$ cat src/rtl/controle_fechadura.sv
// Top-level sequencing FSM of the electronic lock: launches one validator comparison per
// completed entry, then drives unlock timing, error feedback, failure counting and lockout.
module controle_fechadura #(
    parameter int PW_W      = 16,
    parameter int MAX_TENT  = 3,
    parameter int T_ABERTO  = 5000,
    parameter int T_ERRO    = 100,
    parameter int T_BLOQ    = 30000,
    parameter int T_TIMEOUT = 16
) (
    input  logic                          clk,
    input  logic                          rst,
    input  logic                          senha_pronta,
    input  logic [PW_W-1:0]               senha_in,
    input  logic                          trancar,
    input  logic                          val_done,
    input  logic                          val_ok,
    output logic                          val_enable,
    output logic [PW_W-1:0]               val_senha,
    output logic                          tranca,
    output logic                          erro,
    output logic                          bloqueado,
    output logic [$clog2(MAX_TENT+1)-1:0] tentativas
);

    function automatic int max3(input int a, input int b, input int c);
        int m;
        m = (a > b) ? a : b;
        return (m > c) ? m : c;
    endfunction

    localparam int TMAX  = max3(T_ABERTO, T_ERRO, T_BLOQ);
    localparam int TIM_W = $clog2(TMAX + 1);
    localparam int WAI_W = $clog2(T_TIMEOUT + 1);
    localparam int TEN_W = $clog2(MAX_TENT + 1);

    typedef enum logic [2:0] {
        IDLE     = 3'd0,
        VALIDA   = 3'd1,
        ABERTO   = 3'd2,
        ERRO     = 3'd3,
        BLOQUEIO = 3'd4
    } estado_t;

    estado_t           state_q, state_d;
    logic [TIM_W-1:0]  timer_q, timer_d;
    logic [WAI_W-1:0]  wait_q, wait_d;
    logic [TEN_W-1:0]  tent_q, tent_d;
    logic [PW_W-1:0]   senha_q, senha_d;
    logic              val_enable_q, val_enable_d;
    logic              tranca_q, tranca_d;
    logic              erro_q, erro_d;
    logic              bloqueado_q, bloqueado_d;

    logic              falha;
    logic [TEN_W:0]    tent_inc;
    logic              tent_limite;

    // One extra bit so the increment can be compared against MAX_TENT without wrapping.
    assign tent_inc    = {1'b0, tent_q} + {{TEN_W{1'b0}}, 1'b1};
    assign tent_limite = (tent_inc >= (TEN_W+1)'(MAX_TENT));

    always_ff @(posedge clk or posedge rst) begin
        if (rst) begin
            state_q      <= IDLE;
            timer_q      <= '0;
            wait_q       <= '0;
            tent_q       <= '0;
            senha_q      <= '0;
            val_enable_q <= 1'b0;
            tranca_q     <= 1'b1;
            erro_q       <= 1'b0;
            bloqueado_q  <= 1'b0;
        end else begin
            state_q      <= state_d;
            timer_q      <= timer_d;
            wait_q       <= wait_d;
            tent_q       <= tent_d;
            senha_q      <= senha_d;
            val_enable_q <= val_enable_d;
            tranca_q     <= tranca_d;
            erro_q       <= erro_d;
            bloqueado_q  <= bloqueado_d;
        end
    end

    always_comb begin
        state_d = state_q;
        timer_d = timer_q;
        wait_d  = wait_q;
        tent_d  = tent_q;
        senha_d = senha_q;
        falha   = 1'b0;

        case (state_q)
            IDLE: begin
                timer_d = '0;
                if (senha_pronta) begin
                    senha_d = senha_in;
                    wait_d  = '0;
                    state_d = VALIDA;
                end
            end

            VALIDA: begin
                // A result on the final wait cycle takes priority over the timeout.
                if (val_done) begin
                    if (val_ok) begin
                        state_d = ABERTO;
                        tent_d  = '0;
                        timer_d = TIM_W'(T_ABERTO);
                    end else begin
                        falha = 1'b1;
                    end
                end else if (wait_q == WAI_W'(T_TIMEOUT - 1)) begin
                    falha = 1'b1;
                end else begin
                    wait_d = wait_q + 1'b1;
                end

                if (falha) begin
                    if (tent_limite) begin
                        tent_d  = TEN_W'(MAX_TENT);
                        state_d = BLOQUEIO;
                        timer_d = TIM_W'(T_BLOQ);
                    end else begin
                        tent_d  = tent_inc[TEN_W-1:0];
                        state_d = ERRO;
                        timer_d = TIM_W'(T_ERRO);
                    end
                end
            end

            ABERTO: begin
                if (trancar || timer_q == TIM_W'(1)) begin
                    state_d = IDLE;
                    timer_d = '0;
                end else begin
                    timer_d = timer_q - 1'b1;
                end
            end

            ERRO: begin
                if (timer_q == TIM_W'(1)) begin
                    state_d = IDLE;
                    timer_d = '0;
                end else begin
                    timer_d = timer_q - 1'b1;
                end
            end

            BLOQUEIO: begin
                if (timer_q == TIM_W'(1)) begin
                    state_d = IDLE;
                    timer_d = '0;
                    tent_d  = '0;
                end else begin
                    timer_d = timer_q - 1'b1;
                end
            end

            default: begin
                state_d = IDLE;
                timer_d = '0;
            end
        endcase
    end

    // Outputs are registered from the next state so they line up with the state register.
    always_comb begin
        val_enable_d = (state_q == IDLE) && senha_pronta;
        tranca_d     = (state_d != ABERTO);
        erro_d       = (state_d == ERRO);
        bloqueado_d  = (state_d == BLOQUEIO);
    end

    assign val_enable = val_enable_q;
    assign val_senha  = senha_q;
    assign tranca     = tranca_q;
    assign erro       = erro_q;
    assign bloqueado  = bloqueado_q;
    assign tentativas = tent_q;

endmodule

$ cat config.mk
export PLATFORM = sky130hd
export DESIGN_NAME = controle_fechadura
export DESIGN_NICKNAME = d
export VERILOG_FILES = /design/src/rtl/controle_fechadura.sv
export SDC_FILE = /design/constraint.sdc
export NUM_CORES = 1
export LEC_CHECK = 0
export BUFFER_PORTS_ARGS = -buffer_cell sky130_fd_sc_hd__buf_4
export CORE_MARGIN = 2
export CORE_UTILIZATION = 55
export CTS_CLUSTER_DIAMETER = 60
export CTS_CLUSTER_SIZE = 20
export DETAILED_ROUTE_END_ITERATION = 10
export PLACE_DENSITY_LB_ADDON = 0.15
export REMOVE_ABC_BUFFERS = 1
export SKIP_LAST_GASP = 1
export SYNTH_ARGS = -nofsm -noshare
export SYNTH_HDL_FRONTEND = slang
export SYNTH_SLANG_ARGS = --single-unit
$ cat constraint.sdc
create_clock -name clk -period 5.7 [get_ports clk]
set_input_delay 1.14 -clock clk [delete_from_list [all_inputs] [get_ports clk]]
set_output_delay 1.14 -clock clk [all_outputs]
set_load 0.02 [all_outputs]
==> flow_summary.json, run 1 <==
{
  "gp_congestion": 0.947,
  "hold_viol": 0,
  "ir_drop_mv": 0.244,
  "clock.fmax_mhz": 368,
  "yosysWarnings": 0,
  "grt_pass1_wl_microns": 9640,
  "die_w_microns": 69.6,
  "die_h_microns": 69.6,
  "syn_avg_cell_area_sq_um": 8.91,
  "antenna_cells": 0,
  "cp_data_required_time_ns": 5.86,
  "cp_max_fo": 17,
  "clk_latency_ns": 0.30,
  "grt_overflow": 0,
  "portBuffers": 43,
  "synth_edf_count": 0,
  "synth.lib_cells_used.distinct": 55,
  "cts_buffers": 5,
  "dieArea_sq_mm": 0.00485,
  "dpl.hpwl_microns": 3810,
  "slowest_stage": "nand4_1",
  "drv_cap": 0,
  "crit_type": "register to register",
  "grt_max_degree": 46,
  "ant_nets": 0,
  "wl_microns": 5570,
  "reg2regPathDepth": 6,
  "cts_hold_buffers": 0,
  "tritoncts": "built",
  "p_leak_nw": 1.35,
  "fp.coreArea_sq_mm": 0.00409,
  "wl_per_cell_microns": 15.7,
  "cts_setup_buffers": 0,
  "via_count": 2101,
  "layout_setup_ws_ns": 2.98,
  "finalCritPeriodShare_pct": 47.7,
  "min_period_ns": 2.72,
  "worst_hold_path_type": "register to register",
  "post-place-ws_ns": 3.02,
  "slew_headroom_pct": 43.7,
  "clockBufferDepth": 2,
  "syn_inst": 266,
  "ys_seq_area_share_pct": 47.6,
  "r2r_start": "timer_q[1]",
  "drc": 0,
  "path_cells": "inv_1 -> ha_1 -> nor3b_1 -> nand4_1 -> nand2_1 -> o221ai_1",
  "clkSlewWorstSetupHoldPaths_ns": 0.09,
  "cts_sinks": 45,
  "first_pass_iters": 4,
  "viasPerCell": 5.90,
  "grt_pass1_vias": 2024,
  "antenna_found_initial": 0,
  "area_growth_syn_to_layout_pct": 18.8,
  "r2r_slack_ns": 2.98,
  "clock-root-buffer": "clkbuf_8",
  "fin_setup_tns_ns": 0,
  "grt.total_usage_pct": 24.4,
  "fin_worst_skew_ns": 0.00672,
  "r2r-end": "timer_q[4]",
  "drive_gt1_share_pct": 21.2,
  "drtIter0Drc": 226,
  "status": "completed",
  "rows": 23,
  "synth_seq_cells": 45,
  "worst_ep_arrival_time_ns": 2.88,
  "setup.worst_path.start": "timer_q[1]",
  "crit_end": "timer_q[4]",
  "netlist_area_sq_mm": 0.00237,
  "finalSetupViolCount": 0,
  "rsz0062_at_grt": "false",
  "power_density_mw_per_mm2": 554,
  "start_kind": "register",
  "h-tree-depth": 2,
  "nets": 331,
  "synthArstFlopShare_pct": 100,
  "drv_slew": 0,
  "cpPeakStageDelay_ns": 0.78,
  "initial_core_util_pct": 58.0,
  "cts_resized": 0,
  "crit_path_end_kind": "register",
  "synth_ff_type": "dfrtp_1",
  "tightest_slew_ns": 0.841,
  "ios": 44
}
==> how the worst min path moves through the flow <==
stage | startpoint | to | slack, ns | cells after the start
after floorplan | wait_q[4] | wait_q[4] | 0.47 | 2
after global placement | val_senha[13] | val_senha[13] | 0.46 | 2
after detailed placement | val_senha[10] | val_senha[10] | 0.46 | 2
after CTS | val_senha[2] | val_senha[2] | 0.49 | 2
after global routing | val_senha[2] | val_senha[2] | 0.51 | 2
final | val_senha[2] | val_senha[2] | 0.48 | 2
==> state kept, by name, indices dropped and copies added, names as in the netlist <==
register / cells
timer_q: 15
wait_q: 5
state_q: 3
bloqueado: 1
tentativas: 2
tranca: 1
erro: 1
val_enable: 1
val_senha: 16
==> worst max-delay path, delay by kind of cell, from the launching register on <==
| kind | cells | cell delay, ns |
|---|---|---|
| compound gates | 1 | 0.15 |
| flops | 1 | 0.43 |
| fa+ha+maj | 1 | 0.14 |
| buf+inv | 1 | 0.11 |
| simple gates | 3 | 1.74 |
==> routing by layer <==
layer  share of wire [%]  GRT usage (%)  routed length [microns]  vias up
met5                   0              0                        0        -
met4                 1.3           7.69                       71        0
met3                 8.0           5.67                      446       13
met2                  45           37.2                     2530       92
met1                  45           34.9                     2520      983
li1                    -              -                        -     1013
==> placed cells by master (no fill, tap or decap), types with 4 or more instances in the layout <==
cell	synthesis	final
nand2_1	65	65
buf_4	2	47
nor2_1	11	11
inv_1	10	9
clkbuf_8	0	5
o211ai_1	8	8
ha_1	4	4
nand3_1	15	15
o21ai_0	8	8
nand4_1	4	4
nor2b_1	6	6
nor4_1	5	5
a21oi_1	8	8
nor3_1	9	9
dfrtp_1	44	44
==> cells by family (layout without fill, tap and decap cells) <==
kind of cell	after synthesis	count (layout)	synth area share (%)
AO/OA/AOI/OAI	48	48	14.2
multiplexers	2	2	0.898
flip-flops	45	45	47.6
buffers and inverters	26	66	5.12
XOR/XNOR	3	3	1.11
adder cells (fa/ha/maj)	4	4	2.11
AND/OR/NAND/NOR	138	138	29.0
==> synth_stat cells (all sizes together) (2+ instances only) <==
cell type,instances,area share (%)
buf,6,2.0
or3,2,0.53
nand4b,3,1.7
nand2b,2,0.53
or4,3,1.1
nor2,11,1.7
ha,4,2.1
clkbuf,9,1.4
dfrtp,44,46
o2bb2ai,2,0.74
nand3b,2,0.63
o221ai,3,1.1
a21oi,8,1.7
o21a,2,0.63
a31oi,2,0.53
nor2b,6,1.6
o21ai,9,1.9
nand3,15,3.2
or3b,2,0.74
nand2,65,10
nor3,9,1.9
nor4,5,1.3
nand4,4,1.1
xnor2,2,0.74
o211ai,8,2.5
o22ai,2,0.53
o2111ai,2,1.0
or2,3,0.79
inv,10,1.6
nor3b,3,0.95
==> power by group <==
group          total, W  internal, W  switching, W  leakage, nW
logic          0.000759     0.000308      0.000451        0.712
registers      0.000560     0.000445      0.000114        0.580
clock network  0.000241     0.000132      0.000109       0.0554
total           0.00156     0.000884      0.000675         1.35
==> area by class of cell <==
type,count,area [sq um]
Fill cell,337,1270
Sequential cell,45,1130
Tap cell,50,62.6
Inverter,11,41.3
Multi-Input combinational cell,195,1120
Timing Repair Buffer,47,353
Clock inverter,2,38.8
Clock buffer,6,72.6
==> metrics by stage <==
stage                     hold WS, ns  area (sq um)  util (%)  power [W]  cells
after floorplan                 0.469          2290         -    0.00104    251
after global placement          0.458          2710      66.2    0.00130    348
after detailed placement        0.464          2710      66.2    0.00131    348
after CTS                       0.485          2820      68.9    0.00156    356
after global routing            0.510          2820      68.9    0.00167    356
final                           0.483          2820      68.9    0.00156    356
(Power assumes the default switching activity.)
==> run 2, diff against run 1 <==
--- a/config.mk
+++ b/config.mk
@@ -7,7 +7,7 @@
 export LEC_CHECK = 0
 export BUFFER_PORTS_ARGS = -buffer_cell sky130_fd_sc_hd__buf_4
 export CORE_MARGIN = 2
-export CORE_UTILIZATION = 55
+export CORE_UTILIZATION = 50
 export CTS_CLUSTER_DIAMETER = 60
 export CTS_CLUSTER_SIZE = 20
 export DETAILED_ROUTE_END_ITERATION = 10
==> constraint.sdc (replaced) <==
create_clock -name clk -period 2.2 [get_ports clk]
set_input_delay 0.44 -clock clk [delete_from_list [all_inputs] [get_ports clk]]
set_output_delay 0.44 -clock clk [all_outputs]
set_load 0.02 [all_outputs]
==> flow_summary.json, run 2 (synthesized netlist as in run 1, its figures left out) <==
{
  "cp_max_fo": 6,
  "antenna_found_initial": 0,
  "cpPeakStageDelay_ns": 0.47,
  "layout_commonest_cell": "nand2_1",
  "p_leak_nw": 1.41,
  "r2r_start": "timer_q[1]",
  "placed_area_sq_mm": 0.00282,
  "fin_setup_tns_ns": 0,
  "reg2regPathDepth": 7,
  "gp_congestion": 0.916,
  "ant_nets": 0,
  "tritoncts": "built",
  "grt_max_degree": 28,
  "crit_path_end_kind": "register",
  "initial_core_util_pct": 50.8,
  "drtIter0Drc": 207,
  "r2r_slack_ns": 0.11,
  "power_density_mw_per_mm2": 1390,
  "wl_per_cell_microns": 14.9,
  "largest_reg_flops": 16,
  "nFillCells": 394,
  "slew_headroom_pct": 53.2,
  "drc": 0,
  "crit_cells": 7,
  "fin_worst_skew_ns": 0.00380,
  "cts_sinks": 45,
  "slowest_stage": "or4b_1",
  "cp_num_buf_inv": 2,
  "wl_microns": 5550,
  "h-tree-depth": 2,
  "grt.total_usage_pct": 23.0,
  "area_growth_syn_to_layout_pct": 23.1,
  "status": "completed",
  "setup.worst_path.start": "timer_q[1]",
  "via_count": 2109,
  "antenna_cells": 0,
  "fp.coreArea_sq_mm": 0.00466,
  "dieArea_sq_mm": 0.00531,
  "clock.fmax_mhz": 479,
  "layout_common_cells": "nand2_1, buf_4, dfrtp_1",
  "hold_viol": 0,
  "drv_slew": 0,
  "worst_hold_path_type": "input port to async pin",
  "die_w_microns": 72.8,
  "clk_latency_ns": 0.29,
  "path_cells": "inv_1 -> ha_1 -> or4b_1 -> buf_4 -> o31a_2 -> o211ai_1 -> nand3_1",
  "die_h_microns": 72.8,
  "nets": 344,
  "cp_data_required_time_ns": 2.37,
  "dpl.hpwl_microns": 4090,
  "grt_overflow": 0,
  "cts_setup_buffers": 0,
  "drive_gt1_share_pct": 24.8,
  "rsz0062_at_grt": "false",
  "crit_type": "register to register",
  "crit_end": "timer_q[10]",
  "min_period_ns": 2.09,
  "cts_buffers": 5,
  "cts_hold_buffers": 0,
  "cts_resized": 0,
  "ios": 44,
  "clkSlewWorstSetupHoldPaths_ns": 0.08,
  "grt_pass1_vias": 1997,
  "finalCritPeriodShare_pct": 94.8,
  "start_kind": "register",
  "tightest_slew_ns": 0.697,
  "drv_cap": 0,
  "ir_drop_mv": 0.598,
  "finalSetupViolCount": 0,
  "worst_ep_arrival_time_ns": 2.25,
  "grt_pass1_wl_microns": 9530,
  "viasPerCell": 5.65,
  "clock-root-buffer": "clkbuf_8",
  "rows": 25,
  "stdcell_area_sq_mm": 0.00292,
  "r2r-end": "timer_q[10]",
  "first_pass_iters": 4,
  "clockBufferDepth": 2,
  "cp_top_family": "simple AND/OR/NAND/NOR gates",
  "portBuffers": 43
}
==> run 2: metrics by stage <==
stage	setup slack [ns]	instances	power, W	hold WS, ns	util [%]
2_1_floorplan	0.0477	251	0.00269	0.469	-
3_3_place_gp	0.181	365	0.00353	0.459	60.5
3_5_place_dp	0.135	365	0.00354	0.464	60.5
4_1_cts	0.123	373	0.00408	0.180	62.6
5_1_grt	0.0109	373	0.00439	0.197	62.6
6_report	0.114	373	0.00406	0.171	62.6
==> run 2: how the worst min path moves through the flow <==
| stage | slack, ns | startpoint | cells past startpoint | end |
|---|---|---|---|---|
| floorplan | 0.47 | wait_q[4] | 2 | wait_q[4] |
| global placement | 0.46 | val_senha[5] | 2 | val_senha[5] |
| detailed placement | 0.46 | val_senha[0] | 2 | val_senha[0] |
| CTS | 0.18 | rst | 2 | val_senha[3] |
| global route | 0.20 | rst | 2 | val_senha[3] |
| finish | 0.17 | rst | 2 | val_senha[3] |
==> run 2: power by group <==
group | leakage, nW | total, W | switching (W) | internal (W)
logic | 0.782 | 0.00210 | 0.00120 | 0.000905
clock network | 0.0512 | 0.000525 | 0.000271 | 0.000255
registers | 0.580 | 0.00143 | 0.000276 | 0.00115
total | 1.41 | 0.00406 | 0.00174 | 0.00231
==> run 2: area by class of cell <==
class,instances,area [sq um],area share [%]
clock inverters,2,13.8,0.472
flip-flops and latches,45,1130,38.7
multi-input cells,195,1120,38.4
well taps,54,67.6,2.32
clock buffers,6,82.6,2.83
repair buffers,60,463,15.9
inverters,11,41.3,1.42
==> run 2: layer usage <==
metal	vias to the layer above	wire length, microns	global-route usage, %
met2	79	2480	32.7
met5	-	0	0
met1	981	2620	34.0
met3	6	375	5.52
met4	0	72	8.64
li1	1043	-	-
==> run 2: worst register-to-register path: cells and delay by family (launching register included) <==
family          cells  cell delay, ns
compound gates      2            0.45
fa+ha+maj           1            0.23
buf+inv             2            0.29
flops               1            0.42
simple gates        2            0.56
